===== src/rtl/dmem_access_unit.sv =====
// MEM-stage load/store unit: turns EX/MEM load/store requests into word-aligned,
// byte-enabled req/ack memory transactions and freezes the pipeline until they complete.
module dmem_access_unit #(
  parameter int unsigned TIMEOUT_CYCLES = 255
) (
  input  logic        clk,
  input  logic        reset_x,
  input  logic        Mi_memRead,
  input  logic        Mi_memWrite,
  input  logic [1:0]  Mi_memSize,
  input  logic [31:0] Mi_addr,
  input  logic [31:0] Mi_writeData,
  output logic [31:0] Mo_readData,
  output logic        Mo_stall,
  output logic        Mo_misaligned,
  output logic        Mo_busError,
  output logic        mem_req,
  output logic        mem_we,
  output logic [31:0] mem_addr,
  output logic [3:0]  mem_be,
  output logic [31:0] mem_wdata,
  input  logic        mem_ack,
  input  logic [31:0] mem_rdata
);

  typedef enum logic [1:0] {
    ST_IDLE,
    ST_REQ,
    ST_DONE
  } state_e;

  localparam logic [15:0] LAST_WAIT = 16'(TIMEOUT_CYCLES - 1);

  state_e      state_q, state_d;
  logic [15:0] cnt_q, cnt_d;
  logic [1:0]  off_q, off_d;
  logic [31:0] rdata_q, rdata_d;
  logic        bus_err_q, bus_err_d;
  logic        req_q, req_d;
  logic        we_q, we_d;
  logic [31:0] addr_q, addr_d;
  logic [3:0]  be_q, be_d;
  logic [31:0] wdata_q, wdata_d;

  logic        access;
  logic        misaligned;
  logic [3:0]  be_c;
  logic [31:0] wdata_c;

  assign access = Mi_memRead | Mi_memWrite;

  // Lane decode; size 11 behaves exactly like a word access.
  always_comb begin
    // NOTE: every combinational output gets a default first so no path can infer a latch.
    misaligned = 1'b0;
    be_c       = 4'b1111;
    wdata_c    = Mi_writeData;
    case (Mi_memSize)
      2'b00: begin
        be_c    = 4'b0001 << Mi_addr[1:0];
        wdata_c = {4{Mi_writeData[7:0]}};
      end
      2'b01: begin
        misaligned = Mi_addr[0];
        be_c       = 4'b0011 << Mi_addr[1:0];
        wdata_c    = {2{Mi_writeData[15:0]}};
      end
      default: begin
        misaligned = (Mi_addr[1:0] != 2'b00);
      end
    endcase
  end

  always_comb begin
    state_d   = state_q;
    cnt_d     = cnt_q;
    off_d     = off_q;
    rdata_d   = rdata_q;
    bus_err_d = 1'b0;
    req_d     = req_q;
    we_d      = we_q;
    addr_d    = addr_q;
    be_d      = be_q;
    wdata_d   = wdata_q;
    case (state_q)
      ST_IDLE: begin
        if (access && !misaligned) begin
          req_d   = 1'b1;
          we_d    = Mi_memWrite;
          addr_d  = {Mi_addr[31:2], 2'b00};
          be_d    = be_c;
          wdata_d = wdata_c;
          off_d   = Mi_addr[1:0];
          cnt_d   = '0;
          state_d = ST_REQ;
        end
      end
      ST_REQ: begin
        // A completion on the last allowed cycle wins over the timeout.
        if (mem_ack) begin
          req_d = 1'b0;
          if (!we_q) rdata_d = mem_rdata >> {off_q, 3'b000};
          state_d = ST_DONE;
        end else if (cnt_q == LAST_WAIT) begin
          req_d     = 1'b0;
          rdata_d   = '0;
          bus_err_d = 1'b1;
          state_d   = ST_DONE;
        end else begin
          cnt_d = cnt_q + 16'd1;
        end
      end
      ST_DONE: state_d = ST_IDLE;
      default: state_d = ST_IDLE;
    endcase
  end

  // NOTE: state registers use non-blocking assignments so every flop samples pre-edge values.
  always_ff @(posedge clk or negedge reset_x) begin
    if (!reset_x) begin
      state_q   <= ST_IDLE;
      cnt_q     <= '0;
      off_q     <= '0;
      rdata_q   <= '0;
      bus_err_q <= 1'b0;
      req_q     <= 1'b0;
      we_q      <= 1'b0;
      addr_q    <= '0;
      be_q      <= '0;
      wdata_q   <= '0;
    end else begin
      state_q   <= state_d;
      cnt_q     <= cnt_d;
      off_q     <= off_d;
      rdata_q   <= rdata_d;
      bus_err_q <= bus_err_d;
      req_q     <= req_d;
      we_q      <= we_d;
      addr_q    <= addr_d;
      be_q      <= be_d;
      wdata_q   <= wdata_d;
    end
  end

  assign Mo_stall      = ((state_q == ST_IDLE) && access && !misaligned) || (state_q == ST_REQ);
  assign Mo_misaligned = (state_q == ST_IDLE) && access && misaligned;
  assign Mo_readData   = rdata_q;
  assign Mo_busError   = bus_err_q;
  assign mem_req       = req_q;
  assign mem_we        = we_q;
  assign mem_addr      = addr_q;
  assign mem_be        = be_q;
  assign mem_wdata     = wdata_q;

endmodule


===== config.mk =====
export PLATFORM = sky130hd
export DESIGN_NAME = dmem_access_unit
export DESIGN_NICKNAME = d
export VERILOG_FILES = /design/src/rtl/dmem_access_unit.sv
export SDC_FILE = /design/constraint.sdc
export NUM_CORES = 1
export LEC_CHECK = 0
export ABC_CLOCK_PERIOD_IN_PS = 1700
export CAP_MARGIN = 20
export CORE_UTILIZATION = 35
export DETAILED_ROUTE_END_ITERATION = 10
export PLACE_DENSITY_LB_ADDON = 0.25
export SYNTH_ARGS = -nofsm -noshare
export SYNTH_HDL_FRONTEND = slang
export SYNTH_SLANG_ARGS = --single-unit
export TNS_END_PERCENT = 5

===== constraint.sdc =====
create_clock -name clk -period 1.7 [get_ports clk]
set_input_delay 0.255 -clock clk [delete_from_list [all_inputs] [get_ports clk]]
set_output_delay 0.255 -clock clk [all_outputs]
set_load 0.01 [all_outputs]

# [After elaboration in Yosys (flattened, before gate mapping)]
# Cells that the tools add are included.
# Widths: inputs -> output; s select.
[op_classes] eq_ne=8 add_sub_neg=1 bitwise=1 mux=21 reduce_logical=16 shift=3
[op_table] cell="$mux 32" count=3
[op_table] cell="$pmux 32 s2" count=1
[op_table] cell="$mux 16" count=3
[op_table] cell="$pmux 16 s2" count=1
[op_table] cell="$shr 32x5->32" count=1
[op_table] cell="$add 16x1->16 const B" count=1
[op_table] cell="$eq 16x8->1 const B" count=1
[op_table] cell="$ne 2x2->1 const B" count=4
[op_table] cell="$pmux 4 s2" count=1
[op_table] cell="$mux 1" count=6
[op_table] cell="$mux 2" count=3
[op_table] cell="$reduce_and 3->1" count=2
[op_table] cell="$reduce_bool 2->1" count=3
[op_table] cell="$eq 2x1->1 const B" count=2
[op_table] cell="$logic_and 1x1->1" count=4
[op_table] cell="$logic_not 2->1" count=2
[op_table] cell="$pmux 1 s2" count=2
[op_table] cell="$pmux 2 s2" count=1
[op_table] cell="$reduce_and 2->1" count=2
[op_table] cell="$reduce_and 4->1" count=1
[op_table] cell="$shl 1x2->4 const A" count=1
[op_table] cell="$shl 2x2->4 const A" count=1
[op_table] cell="$ne 3x3->1 const B" count=1
[op_table] cell="$logic_not 1->1" count=1
[op_table] cell="other kinds (2)" count=2
[word_totals] input_bits=103 elab_cells=60 output_inout_bits=105 regBits=121

# [Longest topological paths before layout]
[logic_depth] depth_word=6 depth_mapped=8 mapped_depth_nobuf=7

# [Worst setup path after synthesis]
# Ideal clock, no wire load.
[synth_timing] path_kind="reg2reg" from="reg cnt_q[0]" to="reg cnt_q[7]" stages_incl_launch_ff=8 period_less_slack_ns=1.729 path_buffers=1 slack_ns=-0.029 required_time_ns=1.622 arrival_ns=1.651 setup_ns=0.078 path_cell_list="dfrtp_1 -> inv_1 -> ha_1 -> nor4b_1 -> and4_4 -> buf_6 -> or4_1 -> a21oi_1"
[synth_between] elab_chain_cells=4 word_cells_on_any_way=7 classes_between="add/sub: 1; eq/ne: 2; mux: 3; reduce/logical: 1"
[synth_lines] item="from (decl)" line="35" rtl="logic [15:0] cnt_q, cnt_d;"
[synth_lines] item="from (signal assigned)" line="133" rtl="cnt_q <= cnt_d;"
[synth_lines] item="$add 16x1->16" line="110" rtl="cnt_d = cnt_q + 16'd1;"
[synth_lines] item="$mux 16" line="104" rtl="end else if (cnt_q == LAST_WAIT) begin"
[synth_lines] item="$mux 16" line="100" rtl="if (mem_ack) begin"
[synth_lines] item="$pmux 16 s2" line="85" rtl="case (state_q)"
# Parallel ways exist; a longest one is shown, timed or not. The select of a mux whose other input is x is not followed.
# A chain may end at the register's enable or synchronous reset.

# [Worst setup path after layout]
[layout_timing] from="reg cnt_q[5]" to="reg cnt_q[7]"
# The elaborated chain is that of the path after synthesis.

==> impl_table.tex <==
\begin{tabular}{lr}
\hline
Metric & Value \\
\hline
\multicolumn{2}{l}{\textbf{Floorplan}} \\
X dimension of the die & 128.7 um \\
Standard cell core area & 0.01543 mm\^{}2 \\
Number of top-level pins & $\sim$210 \\
Die area & around 0.017 mm\^{}2 \\
\# rows & 45 \\
Vertical die dimension & 128.7 um \\
Initial standard-cell utilization of the core & 36.39\% \\
\multicolumn{2}{l}{\textbf{Timing}} \\
Number of slew-limit violations in the final report & 0 \\
Worst-margin pin slew & 0.7261 ns \\
Clock tree skew after final layout & a little over 0.007 ns \\
Hold violation count in the final report & 0 \\
Min Tclk post-route & 1.748 ns \\
Post-route clock period utilization & 102.8\% \\
Post-route worst setup slack & -0.04827 ns \\
Max-slew headroom & 51.49\% \\
Setup-violating endpoint count in the final report & 34 \\
Setup repair after global routing missed its margin & yes \\
Fmax & between 500 and 600 MHz \\
\multicolumn{2}{l}{\textbf{Global route}} \\
Pin count of the biggest net entering global routing & 59 \\
Number of antenna violations at the first check in global routing & 0 \\
GRT Residual Overflow & 0 \\
All-layer global routing usage & a little over a fifth \\
Global-route wire length before repair & 27,620 um \\
Via count of the first global-routing pass & 5,469 \\
\multicolumn{2}{l}{\textbf{Synthesis}} \\
Dominant synthesized flop cell & dfrtp\_1 \\
Synth Cell Area & 0.005614 mm\^{}2 \\
Dominant cell by count in the synthesized netlist & nand2\_1 \\
Yosys warning count & 0 \\
Count of different cell masters after synthesis & 55 \\
Area share of the largest cell type after synthesis & 53.93\% \\
Most common library cells after synthesis & nand2\_1 (174), dfrtp\_1 (121), mux2i\_1 (41) \\
Synthesized flop and latch total & roughly 120 \\
Synthesized area per cell & 9.781 um\^{}2 \\
Cell types with the largest area share after synthesis & dfrtp\_1 (54\%), nand2\_1 (12\%), mux2i\_1 (7.3\%) \\
EDFF count, synth & 0 \\
Sequential element share of the synthesized area & 53.93\% \\
Synthesized netlist cell count & 574 \\
Share of synthesized flip-flops with an asynchronous set or reset & 100.0\% \\
Cell type contributing the most total cell area after synthesis & dfrtp\_1 \\
\multicolumn{2}{l}{\textbf{Power}} \\
Combinational fraction of design power & 39.0\% \\
Leakage component of the power & 0.004179 uW \\
Flop pwr share & 32.3\% \\
Power per Cell Area & $\sim$1600 mW/mm\^{}2 \\
Switching share of total power & 30.88\% \\
Internal portion of total power & 9857 uW \\
Total design power & 14,260 uW \\
Worst vdd rail ir drop & 0.8132 mV \\
Total net switching power & 4404 uW \\
Clock group share of total power & 28.7\% \\
\multicolumn{2}{l}{\textbf{Setup path}} \\
Kind of end point of the critical path & register \\
Depth of the worst register-to-register path & 5 \\
Startpoint Class & register \\
Crit Reg-Reg Startpoint & cnt\_q[5] \\
Endpoint required time on the critical path & 2.04 ns \\
Slack of the worst reg-to-reg path & -0.05 ns \\
Beginning of the critical path & cnt\_q[5] \\
Arrival time of the worst setup path & 2.09 ns \\
Terminus of the critical flop-to-flop path & cnt\_q[7] \\
Worst Path Max Fanout & 8 \\
Critical path class & register to register \\
\multicolumn{2}{l}{\textbf{Route}} \\
DRC violation count after routing & 0 \\
Number of DRC markers after the initial detailed-route iteration & 303 \\
Via-per-instance ratio & 4.985 \\
Post-route antenna net violation count & 0 \\
Mean routed wirelength per cell & 16.44 um \\
Vias & 5,219 \\
First-pass iteration count of the detailed router & 5 \\
Final wirelength & 17,220 um \\
\multicolumn{2}{l}{\textbf{Clock network}} \\
Number of sinks driven by the clock tree & 121 \\
Number of clock buffers inserted by TritonCTS & 17 \\
CTS HTree Levels & 4 \\
CTS clock-pin slew for the worst setup and hold paths & 0.06 ns \\
CTS root buffer & clkbuf\_16 \\
Latest clock arrival within the worst-skew pair & roughly 0.41 ns \\
Clock tree from TritonCTS & done \\
Maximum number of buffers from clock root to sink & 2 \\
\multicolumn{2}{l}{\textbf{Outcome}} \\
Violations in the final reports & setup timing \\
Result of the run & complete, but fails checks \\
\multicolumn{2}{l}{\textbf{Finish}} \\
Final \#Nets & 928 \\
N\_diodes & 0 \\
P\&R area growth vs syn & 63.72\% \\
Layout cells sized above 1 & $\sim$15\% \\
FILL cells & 1,299 \\
\multicolumn{2}{l}{\textbf{Place}} \\
GPL Wtd Cong & 0.8271 \\
Worst Setup Slack post-DPL & -0.3508 ns \\
Total half-perimeter wirelength after legalization and detailed placement & 11,930 um \\
PortBufs & 205 \\
\multicolumn{2}{l}{\textbf{Min path}} \\
Min-delay worst type & input port to async pin \\
\multicolumn{2}{l}{\textbf{Run}} \\
MaxCap Viol Count & 0 \\
\hline
\end{tabular}
==> worst max-delay path, cell delays in order (launching register included) <==
cell and delay [ns]:
dfrtp_1 0.42, and4_4 0.24, and4_4 0.23, buf_4 0.15, or4_1 0.50, a21oi_1 0.13
==> how the worst max path moves through the flow <==
stage / slack [ns] / end / cells after the start
6_report: -0.05 / cnt_q[7] / 5
5_1_grt: -0.11 / cnt_q[0] / 8
4_1_cts: -0.07 / Mo_readData[16] / 8
3_5_place_dp: -0.35 / cnt_q[3] / 6
3_3_place_gp: -0.30 / Mo_stall / 5
2_1_floorplan: -0.02 / Mo_readData[10] / 8
==> state kept, by name, indices dropped and copies added, names as in the netlist <==
name,count
off_q,2
cnt_q,16
mem_req,1
mem_wdata,32
mem_addr,30
mem_we,1
Mo_readData,32
Mo_busError,1
state_q,2
mem_be,4
==> routing by layer <==
layer | routed length (um) | share of wire, % | track usage (%)
met5 | 0 | 0 | 0
met4 | 395 | 2.3 | 9.412
met3 | 1333 | 7.7 | 7.651
met2 | 8241 | 48 | 35.48
met1 | 7244 | 42 | 25.82
==> cells by family after synthesis <==
logic type / share of synthesized area [%]
AND/OR/NAND/NOR: 19.39
flip-flops: 53.93
AO/OA/AOI/OAI: 14.33
buffers and inverters: 3.855
multiplexers: 7.511
XOR/XNOR: 0.4681
adder cells (fa/ha/maj): 0.4457
other: 0.06680
==> area by class of cell <==
class / count / area [um^2] / area share [%]
multi-input cells: 408 / 2529 / 27.51
clock buffers: 20 / 446.7 / 4.860
clock inverters: 12 / 221.5 / 2.409
well taps: 211 / 264.0 / 2.872
repair buffers: 270 / 2684 / 29.20
flip-flops and latches: 121 / 3028 / 32.94
inverters: 5 / 18.77 / 0.2042
==> through the flow <==
| step | cells | setup TNS [ns] | util, % | cell area [um^2] | hold WS (ns) |
|---|---|---|---|---|---|
| 2_1_floorplan | 575 | -0.1494 | - | 5618 | -0.04059 |
| 3_3_place_gp | 1001 | -9.627 | 53.11 | 8193 | 0.2147 |
| 3_5_place_dp | 1001 | -15.39 | 53.11 | 8193 | 0.2227 |
| 4_1_cts | 1041 | -1.258 | 58.87 | 9082 | 0.3201 |
| 5_1_grt | 1047 | -3.013 | 59.58 | 9191 | 0.3371 |
| 6_report | 1047 | -0.7360 | 59.58 | 9191 | 0.3209 |
==> power groups by stage <==
stage	Sequential, uW	Clock (uW)	Combinational, uW
after floorplan	5000	0	1760
after global placement	4570	0	5250
after detailed placement	4600	0	5340
after CTS	4610	4140	5550
after global routing	4740	4300	6010
final	4610	4090	5560
==> timing repair <==
action	CTS	global route
resized for setup	29	23
endpoints found under the setup margin	41	49
hold buffers	1	0
pin swaps	16	8
cloned	2	1
buffers inserted	5	5
endpoints found under the hold margin	29	0
==> cell usage in the layout, fill, tap and decap left out, types with 3 or more instances in the layout <==
cell,count
xor2_1,3
a22o_1,17
inv_1,4
a32o_1,8
clkinvlp_4,3
mux2i_1,41
clkdlybuf4s50_1,202
nand4_1,6
nand3_1,4
nand2_1,174
nor2b_1,10
buf_12,6
a21oi_1,13
bufinv_16,6
a211o_1,10
buf_4,48
nor2_1,12
o2bb2ai_2,6
o21ai_0,11
o21ai_1,28
or3_1,4
buf_6,8
clkbuf_16,19
dfrtp_1,121
a21oi_2,4
Note: power is estimated with default switching activity, not from simulation.
